### config.mk
export PLATFORM = sky130hd
export DESIGN_NAME = pong_ball_referee_flat
export DESIGN_NICKNAME = d
export VERILOG_FILES = /design/src/rtl/pong_pkg.sv /design/src/rtl/pong_ball_referee_if.sv /design/src/rtl/paddle_zone.sv /design/src/rtl/pong_ball_referee.sv /design/src/flat_wrapper.sv
export SDC_FILE = /design/constraint.sdc
export NUM_CORES = 1
export LEC_CHECK = 0
export ABC_CLOCK_PERIOD_IN_PS = 4900
export CAP_MARGIN = 20
export CORE_ASPECT_RATIO = 2
export CORE_MARGIN = 2
export CORE_UTILIZATION = 30
export CTS_CLUSTER_DIAMETER = 100
export DETAILED_ROUTE_END_ITERATION = 12
export PLACE_DENSITY_LB_ADDON = 0.3
export SYNTH_ARGS = -nofsm -noshare
export SYNTH_HDL_FRONTEND = slang
export SYNTH_SLANG_ARGS = --single-unit
export TNS_END_PERCENT = 20
### constraint.sdc
create_clock -name clk -period 4.9 [get_ports clk]
set_input_delay 0.98 -clock clk [delete_from_list [all_inputs] [get_ports clk]]
set_output_delay 0.98 -clock clk [all_outputs]
set_load 0.02 [all_outputs]
### src/rtl/pong_pkg.sv
// rtl/pong_pkg.sv - direction codes, FSM state type and ball constants shared by the Pong referee
package pong_pkg;

  // Direction codes understood by the ball-movement block
  localparam logic [3:0] DIR_R_UP45   = 4'd1;
  localparam logic [3:0] DIR_R_UP30   = 4'd2;
  localparam logic [3:0] DIR_R_FRONT  = 4'd3;
  localparam logic [3:0] DIR_R_DOWN30 = 4'd4;
  localparam logic [3:0] DIR_R_DOWN45 = 4'd5;
  localparam logic [3:0] DIR_L_DOWN45 = 4'd6;
  localparam logic [3:0] DIR_L_DOWN30 = 4'd7;
  localparam logic [3:0] DIR_L_FRONT  = 4'd8;
  localparam logic [3:0] DIR_L_UP30   = 4'd9;
  localparam logic [3:0] DIR_L_UP45   = 4'd10;

  typedef enum logic [2:0] {
    S_IDLE,
    S_SERVE,
    S_PLAY,
    S_POINT,
    S_OVER
  } state_t;

  // Pixel step of the ball per move; also the miss margin at the field edges
  localparam int unsigned STEP = 5;

  // Where reset_to_start parks the ball
  localparam logic [10:0] BALL_START_X = 11'd400;
  localparam logic [10:0] BALL_START_Y = 11'd325;

  function automatic logic is_right(input logic [3:0] d);
    return (d >= DIR_R_UP45) && (d <= DIR_R_DOWN45);
  endfunction

  function automatic logic is_up(input logic [3:0] d);
    return (d == DIR_R_UP45) || (d == DIR_R_UP30) || (d == DIR_L_UP30) || (d == DIR_L_UP45);
  endfunction

  function automatic logic is_down(input logic [3:0] d);
    return (d == DIR_R_DOWN30) || (d == DIR_R_DOWN45) || (d == DIR_L_DOWN45) || (d == DIR_L_DOWN30);
  endfunction

  // Flip the vertical component; the mapping is its own inverse so it serves both walls
  function automatic logic [3:0] wall_mirror(input logic [3:0] d);
    case (d)
      DIR_R_UP45:   return DIR_R_DOWN45;
      DIR_R_DOWN45: return DIR_R_UP45;
      DIR_R_UP30:   return DIR_R_DOWN30;
      DIR_R_DOWN30: return DIR_R_UP30;
      DIR_L_UP30:   return DIR_L_DOWN30;
      DIR_L_DOWN30: return DIR_L_UP30;
      DIR_L_UP45:   return DIR_L_DOWN45;
      DIR_L_DOWN45: return DIR_L_UP45;
      default:      return d;
    endcase
  endfunction

  // Flip the horizontal component only: codes are laid out so that d and 11-d mirror
  function automatic logic [3:0] paddle_mirror(input logic [3:0] d);
    return 4'd11 - d;
  endfunction

  function automatic logic [3:0] serve_dir(input logic serve_right, input logic alt);
    if (serve_right) return alt ? DIR_R_DOWN30 : DIR_R_UP30;
    return alt ? DIR_L_DOWN30 : DIR_L_UP30;
  endfunction

endpackage

### src/rtl/pong_ball_referee_if.sv
// rtl/pong_ball_referee_if.sv - referee <-> ball datapath bundle (positions in, motion control out)
interface pong_ball_referee_if;

  logic [10:0] ball_position_horizontal;
  logic [10:0] ball_position_vertical;
  logic [10:0] paddle_left_vertical;
  logic [10:0] paddle_right_vertical;
  logic [3:0]  direction;
  logic        stand;
  logic        reset_to_start;

  // Referee side: reads positions, steers the ball
  modport master (
    input  ball_position_horizontal,
    input  ball_position_vertical,
    input  paddle_left_vertical,
    input  paddle_right_vertical,
    output direction,
    output stand,
    output reset_to_start
  );

  // Ball datapath side
  modport slave (
    output ball_position_horizontal,
    output ball_position_vertical,
    output paddle_left_vertical,
    output paddle_right_vertical,
    input  direction,
    input  stand,
    input  reset_to_start
  );

endinterface

### src/rtl/paddle_zone.sv
// rtl/paddle_zone.sv - vertical overlap and hit zone of the ball against one paddle (zone port only with PADDLE_ZONE_ANGLE_EN)
module paddle_zone #(
  parameter int unsigned BALL_SIZE = 10,
  parameter int unsigned PADDLE_H  = 80
) (
  input  logic [10:0] ball_v,
  input  logic [10:0] paddle_y,
`ifdef PADDLE_ZONE_ANGLE_EN
  output logic [2:0]  zone,
`endif
  output logic        overlap
);

  localparam logic [11:0] BS12 = 12'(BALL_SIZE);
  localparam logic [11:0] PH12 = 12'(PADDLE_H);

  logic [11:0] bv;
  logic [11:0] py;

  assign bv = {1'b0, ball_v};
  assign py = {1'b0, paddle_y};

  // Ball span [v, v+BALL_SIZE) against paddle span [y, y+PADDLE_H)
  assign overlap = ((bv + BS12) > py) && (bv < (py + PH12));

`ifdef PADDLE_ZONE_ANGLE_EN
  localparam logic [11:0]        HALF12 = 12'(BALL_SIZE / 2);
  localparam logic signed [11:0] T1     = 12'(PADDLE_H * 1 / 5);
  localparam logic signed [11:0] T2     = 12'(PADDLE_H * 2 / 5);
  localparam logic signed [11:0] T3     = 12'(PADDLE_H * 3 / 5);
  localparam logic signed [11:0] T4     = 12'(PADDLE_H * 4 / 5);
  localparam logic signed [11:0] PHS    = 12'(PADDLE_H);

  logic signed [11:0] offset;

  // Ball centre relative to the paddle top, wrapped into 12-bit two's complement
  assign offset = $signed(bv + HALF12 - py);

  // Fifths of the paddle height, clamped at both ends
  always_comb begin
    zone = 3'd0;
    if (offset[11])          zone = 3'd0;
    else if (offset >= PHS)  zone = 3'd4;
    else if (offset >= T4)   zone = 3'd4;
    else if (offset >= T3)   zone = 3'd3;
    else if (offset >= T2)   zone = 3'd2;
    else if (offset >= T1)   zone = 3'd1;
  end
`endif

endmodule

### src/rtl/pong_ball_referee.sv
// rtl/pong_ball_referee.sv - Pong referee: wall/paddle/miss checks, scoring, serve/pause/game-over FSM (option: PADDLE_ZONE_ANGLE_EN)
module pong_ball_referee #(
  parameter int unsigned BALL_SIZE      = 10,
  parameter int unsigned PADDLE_H       = 80,
  parameter int unsigned PADDLE_W       = 10,
  parameter int unsigned LEFT_PADDLE_X  = 20,
  parameter int unsigned RIGHT_PADDLE_X = 770,
  parameter int unsigned FIELD_TOP      = 10,
  parameter int unsigned FIELD_BOTTOM   = 590,
  parameter int unsigned FIELD_RIGHT    = 800,
  parameter int unsigned PAUSE_TICKS    = 60,
  parameter int unsigned WIN_SCORE      = 9
) (
  input  logic                       clk,
  input  logic                       reset,
  input  logic                       start,
  input  logic                       move_tick,
  pong_ball_referee_if.master        bus,
  output logic [3:0]                 score_left,
  output logic [3:0]                 score_right,
  output logic                       game_over
);

  import pong_pkg::*;

  localparam logic [11:0] BS12    = 12'(BALL_SIZE);
  localparam logic [11:0] PW12    = 12'(PADDLE_W);
  localparam logic [11:0] LX12    = 12'(LEFT_PADDLE_X);
  localparam logic [11:0] RX12    = 12'(RIGHT_PADDLE_X);
  localparam logic [11:0] FT12    = 12'(FIELD_TOP);
  localparam logic [11:0] FB12    = 12'(FIELD_BOTTOM);
  localparam logic [11:0] FR12    = 12'(FIELD_RIGHT);
  localparam logic [11:0] STEP12  = 12'(STEP);
  localparam logic [15:0] PAUSE16 = 16'(PAUSE_TICKS);
  localparam logic [3:0]  WIN4    = 4'(WIN_SCORE);

  state_t      state_q, state_n;
  logic [3:0]  dir_q, dir_n;
  logic        stand_q, stand_n;
  logic        rts_q, rts_n;
  logic        check_q, check_n;
  logic [3:0]  score_l_q, score_l_n;
  logic [3:0]  score_r_q, score_r_n;
  logic        over_q, over_n;
  logic        serve_right_q, serve_right_n;
  logic        alt_q, alt_n;
  logic [15:0] pause_q, pause_n;

  logic [11:0] bh;
  logic [11:0] bv;
  logic        ov_left, ov_right;
  logic        moving_right;
  logic        hit_left, hit_right;
  logic        point_to_right, point_to_left;
  logic [3:0]  paddle_dir;
  logic [3:0]  checked_dir;

  assign bh = {1'b0, bus.ball_position_horizontal};
  assign bv = {1'b0, bus.ball_position_vertical};

`ifdef PADDLE_ZONE_ANGLE_EN
  logic [2:0] zone_left, zone_right;

  // Upper part of the paddle sends the ball steeply up, lower part steeply down
  function automatic logic [3:0] right_zone_dir(input logic [2:0] z);
    return DIR_L_UP45 - {1'b0, z};
  endfunction

  function automatic logic [3:0] left_zone_dir(input logic [2:0] z);
    return DIR_R_UP45 + {1'b0, z};
  endfunction
`endif

  paddle_zone #(
    .BALL_SIZE (BALL_SIZE),
    .PADDLE_H  (PADDLE_H)
  ) u_zone_left (
    .ball_v   (bus.ball_position_vertical),
    .paddle_y (bus.paddle_left_vertical),
`ifdef PADDLE_ZONE_ANGLE_EN
    .zone     (zone_left),
`endif
    .overlap  (ov_left)
  );

  paddle_zone #(
    .BALL_SIZE (BALL_SIZE),
    .PADDLE_H  (PADDLE_H)
  ) u_zone_right (
    .ball_v   (bus.ball_position_vertical),
    .paddle_y (bus.paddle_right_vertical),
`ifdef PADDLE_ZONE_ANGLE_EN
    .zone     (zone_right),
`endif
    .overlap  (ov_right)
  );

  assign moving_right   = is_right(dir_q);
  assign point_to_right = (bh <= STEP12);
  assign point_to_left  = ((bh + BS12) >= (FR12 - STEP12));
  assign hit_right = moving_right && ov_right &&
                     ((bh + BS12) >= RX12) && (bh <= (RX12 + PW12));
  assign hit_left  = !moving_right && ov_left &&
                     ((bh + BS12) >= LX12) && (bh <= (LX12 + PW12));

  // Direction after paddle reflection, then the wall bounce applied on top of it
  always_comb begin
    paddle_dir = dir_q;
`ifdef PADDLE_ZONE_ANGLE_EN
    if (hit_right)     paddle_dir = right_zone_dir(zone_right);
    else if (hit_left) paddle_dir = left_zone_dir(zone_left);
`else
    if (hit_right || hit_left) paddle_dir = paddle_mirror(dir_q);
`endif
    checked_dir = paddle_dir;
    if ((bv <= FT12) && is_up(paddle_dir))
      checked_dir = wall_mirror(paddle_dir);
    else if (((bv + BS12) >= FB12) && is_down(paddle_dir))
      checked_dir = wall_mirror(paddle_dir);
  end

  // Next-state and next-output logic; every output is registered from these values
  always_comb begin
    state_n       = state_q;
    dir_n         = dir_q;
    stand_n       = 1'b1;
    check_n       = 1'b0;
    score_l_n     = score_l_q;
    score_r_n     = score_r_q;
    serve_right_n = serve_right_q;
    alt_n         = alt_q;
    pause_n       = pause_q;

    unique case (state_q)
      S_IDLE: begin
        if (start) state_n = S_SERVE;
      end
      S_SERVE: begin
        state_n = S_PLAY;
      end
      S_PLAY: begin
        if (check_q) begin
          if (point_to_right) begin
            score_r_n     = score_r_q + 4'd1;
            serve_right_n = 1'b0;
            pause_n       = PAUSE16;
            state_n       = S_POINT;
          end else if (point_to_left) begin
            score_l_n     = score_l_q + 4'd1;
            serve_right_n = 1'b1;
            pause_n       = PAUSE16;
            state_n       = S_POINT;
          end else begin
            dir_n = checked_dir;
          end
        end else if (!stand_q) begin
          // Ball moves at the end of this cycle; next cycle sees the new position
          check_n = 1'b1;
        end else if (move_tick) begin
          stand_n = 1'b0;
        end
      end
      S_POINT: begin
        if ((pause_q == 16'd0) || (move_tick && (pause_q == 16'd1))) begin
          pause_n = 16'd0;
          state_n = ((score_l_q == WIN4) || (score_r_q == WIN4)) ? S_OVER : S_SERVE;
        end else if (move_tick) begin
          pause_n = pause_q - 16'd1;
        end
      end
      S_OVER: begin
        if (start) begin
          score_l_n = 4'd0;
          score_r_n = 4'd0;
          state_n   = S_SERVE;
        end
      end
      default: begin
        state_n = S_IDLE;
      end
    endcase

    // Entering a serve loads the launch angle and flips up/down for next time
    if ((state_n == S_SERVE) && (state_q != S_SERVE)) begin
      dir_n = serve_dir(serve_right_q, alt_q);
      alt_n = ~alt_q;
    end

    rts_n  = (state_n != S_PLAY);
    over_n = (state_n == S_OVER);
  end

  // State and output registers with asynchronous reset
  always_ff @(posedge clk or posedge reset) begin
    if (reset) begin
      state_q       <= S_IDLE;
      dir_q         <= DIR_R_FRONT;
      stand_q       <= 1'b1;
      rts_q         <= 1'b1;
      check_q       <= 1'b0;
      score_l_q     <= 4'd0;
      score_r_q     <= 4'd0;
      over_q        <= 1'b0;
      serve_right_q <= 1'b1;
      alt_q         <= 1'b0;
      pause_q       <= 16'd0;
    end else begin
      state_q       <= state_n;
      dir_q         <= dir_n;
      stand_q       <= stand_n;
      rts_q         <= rts_n;
      check_q       <= check_n;
      score_l_q     <= score_l_n;
      score_r_q     <= score_r_n;
      over_q        <= over_n;
      serve_right_q <= serve_right_n;
      alt_q         <= alt_n;
      pause_q       <= pause_n;
    end
  end

  assign bus.direction      = dir_q;
  assign bus.stand          = stand_q;
  assign bus.reset_to_start = rts_q;
  assign score_left         = score_l_q;
  assign score_right        = score_r_q;
  assign game_over          = over_q;

endmodule

### src/flat_wrapper.sv
// flat-port wrapper written by rule: the top's interface ports become plain ports
module pong_ball_referee_flat import pong_pkg::*;
#(
  parameter int unsigned BALL_SIZE      = 10,
  parameter int unsigned PADDLE_H       = 80,
  parameter int unsigned PADDLE_W       = 10,
  parameter int unsigned LEFT_PADDLE_X  = 20,
  parameter int unsigned RIGHT_PADDLE_X = 770,
  parameter int unsigned FIELD_TOP      = 10,
  parameter int unsigned FIELD_BOTTOM   = 590,
  parameter int unsigned FIELD_RIGHT    = 800,
  parameter int unsigned PAUSE_TICKS    = 60,
  parameter int unsigned WIN_SCORE      = 9
)
  (clk, reset, start, move_tick, score_left, score_right, game_over, bus_ball_position_horizontal, bus_ball_position_vertical, bus_paddle_left_vertical, bus_paddle_right_vertical, bus_direction, bus_stand, bus_reset_to_start);
  pong_ball_referee_if bus_i ();
  input  logic clk;
  input  logic reset;
  input  logic start;
  input  logic move_tick;
  output logic [3:0] score_left;
  output logic [3:0] score_right;
  output logic game_over;
  input wire logic [$bits(bus_i.ball_position_horizontal)-1:0] bus_ball_position_horizontal;
  input wire logic [$bits(bus_i.ball_position_vertical)-1:0] bus_ball_position_vertical;
  input wire logic [$bits(bus_i.paddle_left_vertical)-1:0] bus_paddle_left_vertical;
  input wire logic [$bits(bus_i.paddle_right_vertical)-1:0] bus_paddle_right_vertical;
  output wire logic [$bits(bus_i.direction)-1:0] bus_direction;
  output wire logic [$bits(bus_i.stand)-1:0] bus_stand;
  output wire logic [$bits(bus_i.reset_to_start)-1:0] bus_reset_to_start;
  assign bus_i.ball_position_horizontal = bus_ball_position_horizontal;
  assign bus_i.ball_position_vertical = bus_ball_position_vertical;
  assign bus_i.paddle_left_vertical = bus_paddle_left_vertical;
  assign bus_i.paddle_right_vertical = bus_paddle_right_vertical;
  assign bus_direction = bus_i.direction;
  assign bus_stand = bus_i.stand;
  assign bus_reset_to_start = bus_i.reset_to_start;
  pong_ball_referee #(.BALL_SIZE(BALL_SIZE), .PADDLE_H(PADDLE_H), .PADDLE_W(PADDLE_W), .LEFT_PADDLE_X(LEFT_PADDLE_X), .RIGHT_PADDLE_X(RIGHT_PADDLE_X), .FIELD_TOP(FIELD_TOP), .FIELD_BOTTOM(FIELD_BOTTOM), .FIELD_RIGHT(FIELD_RIGHT), .PAUSE_TICKS(PAUSE_TICKS), .WIN_SCORE(WIN_SCORE)) u_core (.clk(clk), .reset(reset), .start(start), .move_tick(move_tick), .bus(bus_i), .score_left(score_left), .score_right(score_right), .game_over(game_over));
endmodule
==> results.tsv <==
metric	value	unit
cts repair resizes	0	
largest net degree at the start of global routing	38	
Cell variety after synth	67	
cell taking the most area after synthesis	dfrtp_1	
CTS buffer count	5	
layout cell share with drive strength beyond 1	0.0737	
DRC	0	
Slowest-stage cell, CP	clkdlybuf4s50_1	
Routed WL	14100	um
fmax	0.225	GHz
Ports	63	
Rows	61	
Worst EP required	5100	ps
sequential share of the synthesized area	0.221	
Post-DP HPWL	11500	um
first-pass GRT wire length	21600	um
clock slew at reported path FFs	60	ps
critical path class	primary input to register	
top cell type's share of synthesized area	0.190	
initial antenna violation count	0	
Syn Nets	635	
Synth Area per Inst	8.03	um2
Via density	5.37	
setup TNS	0	ps
Bufs on Longest Clock Path	2	
Top delay family on crit path	compound AO/OA/AOI/OAI gates	
Crit Path Max Fanout	5	
clock sink count	37	
grt total ovfl	0	
Root Buffer	clkbuf_16	
max cap viols	0	
CP cell instances	clkdlybuf4s50_1 -> ha_1 -> o2111ai_1 -> nor2_1 -> xor2_1 -> ha_1 -> and2_1 -> a221oi_1 -> o21ai_0 -> or3_1 -> a21oi_1 -> o22a_1 -> xor2_1 -> a22o_1 -> a221o_1	
core box area	13800	um2
Die Wd	87.8	um
crit end category	register	
VDD IR max	243	uV
CTS tree	yes	
synthesized area	4210	um2
unrepaired setup endpoints after global routing	false	
vias in the first global route	4307	
Routed WL per cell	17.9	um
Seq cells post-synth	37	
Layout Nets	706	
Die H	172	um
highest metal used	met4	
GPL Wtd Cong	0.910	
drt first pass iters	4	
Rel. slew slack	0.405	
Primary FF master, synth	dfrtp_1	
DP Area	5130	um2
Arrival @ worst endpoint	4650	ps
Global Route Usage Sum	0.188	
crit start category	primary input	
LEAKAGE	2.25	nW
Finish-stage setup viols	0	
Storage cell area	932	um2
status	finished clean	
worst skew pair latency	280	ps
Post-synth EDFFs	0	
final hold vios	0	
port bufs	62	
Setup Buffers After CTS	0	
fin crit period	4450	ps
met3 wire length	460	um
Starting Density	0.305	
total number of vias	4217	
Syn. warnings	0	
Final ANT Viol Nets	0	
Post-synth ARST share	1.00	
CP peak stage delay	560	ps
PD cells	293	nW/um2
met2 routed WL	8120	um
Die ar.	15100	um2
fin area	5270	um2
Syn-to-layout area delta	24.9	%
First DRT Iteration DRCs	211	
worst-case clock skew	7.66	ps
H-tree depth	2	
Area contributors post-synth	dfrtp_1, ha_1, o21ai_0	
Multi-input gate area	3040	um2
wl on met1	4660	um
filler cell count	1422	
Design Power	1.54	mW
hold buffers post-CTS	0	
Cells after Synth	525	
Hold Path Class	register to register	
final worst-path cycle share	0.908	
slew at the pin closest to its max-slew limit	885	ps
Worst Path Buf+Inv	1	
Slew Limit Fails	0	
n_diodes	0	
power breakdown:
group	leakage [nW]	switching (mW)	internal (mW)
Clock	0.0706	0.123	0.187
Combinational	1.72	0.420	0.312
Sequential	0.464	0.102	0.399
per-layer routing:
metal  up-vias  GRT usage
li1       2070          -
met1      2001      0.166
met2       103      0.377
met3        43     0.0226
met4         0      0.120
met5         -          0
stage by stage:
stage	utilization	hold slack [ps]	cells	setup slack, ps
6_report	0.381	500	786	450
5_1_grt	0.381	517	786	221
4_1_cts	0.381	498	786	462
3_5_place_dp	0.371	486	778	193
3_3_place_gp	0.371	465	778	193
2_1_floorplan	-	449	525	809
final cells by class:
type / instances / share of cell area
clock inverter: 2 / 0.00190
clock buffer: 6 / 0.0245
multi-input combinational: 427 / 0.577
sequential: 37 / 0.177
inverter: 46 / 0.0328
tap: 189 / 0.0449
timing repair buffer: 79 / 0.142
registers in the layout (all words and copies together) (netlist names):
register                   flops
u_core.serve_right_q           1
u_core.bus.reset_to_start      1
u_core.score_left              4
u_core.alt_q                   1
u_core.pause_q                16
u_core.game_over               1
u_core.score_right             4
u_core.state_q                 3
u_core.bus.stand               1
u_core.check_q                 1
u_core.bus.direction           4
worst paths after layout:
check	cells past startpoint	slack, ps	to	startpoint
max	15	450	u_core.bus.direction[1]$_DFFE_PP1P_	bus_ball_position_vertical[2]
min	1	500	u_core.bus.stand$_DFF_PP1_	u_core.bus.stand$_DFF_PP1_
min reg2reg	1	500	u_core.bus.stand$_DFF_PP1_	u_core.bus.stand$_DFF_PP1_
max reg2reg	10	1860	u_core.bus.direction[1]$_DFFE_PP1P_	u_core.bus.direction[3]$_DFFE_PP0P_
max in group asynchronous	3	3420	u_core.bus.stand$_DFF_PP1_	reset
min in group asynchronous	3	1110	u_core.score_right[3]$_DFFE_PP0P_	reset
Yosys cell counts (all sizes together), types with 5 or more instances:
library cell / instances
ha: 62
inv: 46
nor2: 45
o21ai: 43
nand2: 39
dfrtp: 32
a21oi: 31
nor3: 17
xnor2: 17
nand3: 11
nand4: 11
a31oi: 9
clkbuf: 9
o211ai: 9
o31ai: 9
and2: 8
nor2b: 8
a21o: 7
nand2b: 7
xor2: 7
buf: 6
o21a: 6
dfstp: 5
mux2i: 5
nor4: 5
cells in the final DEF (no fill, tap or decap), types with 16 or more instances in the layout:
| cell type | netlist | routed |
|---|---|---|
| ha_1 | 62 | 62 |
| clkdlybuf4s50_1 | 0 | 62 |
| inv_1 | 46 | 46 |
| nor2_1 | 45 | 45 |
| o21ai_0 | 43 | 43 |
| nand2_1 | 38 | 38 |
| dfrtp_1 | 32 | 32 |
| a21oi_1 | 31 | 31 |
| xnor2_1 | 17 | 17 |
| buf_4 | 4 | 17 |
| nor3_1 | 16 | 16 |
cells by family after synthesis:
group	share of synthesized area
and+or+nand+nor	0.220
DFF	0.221
buffers and inverters	0.0582
xor gates and xnor gates	0.0499
muxes	0.0208
AOI/OAI and AO/OA	0.246
adders and majority gates	0.184
Note: power is estimated with default switching activity, not from simulation.
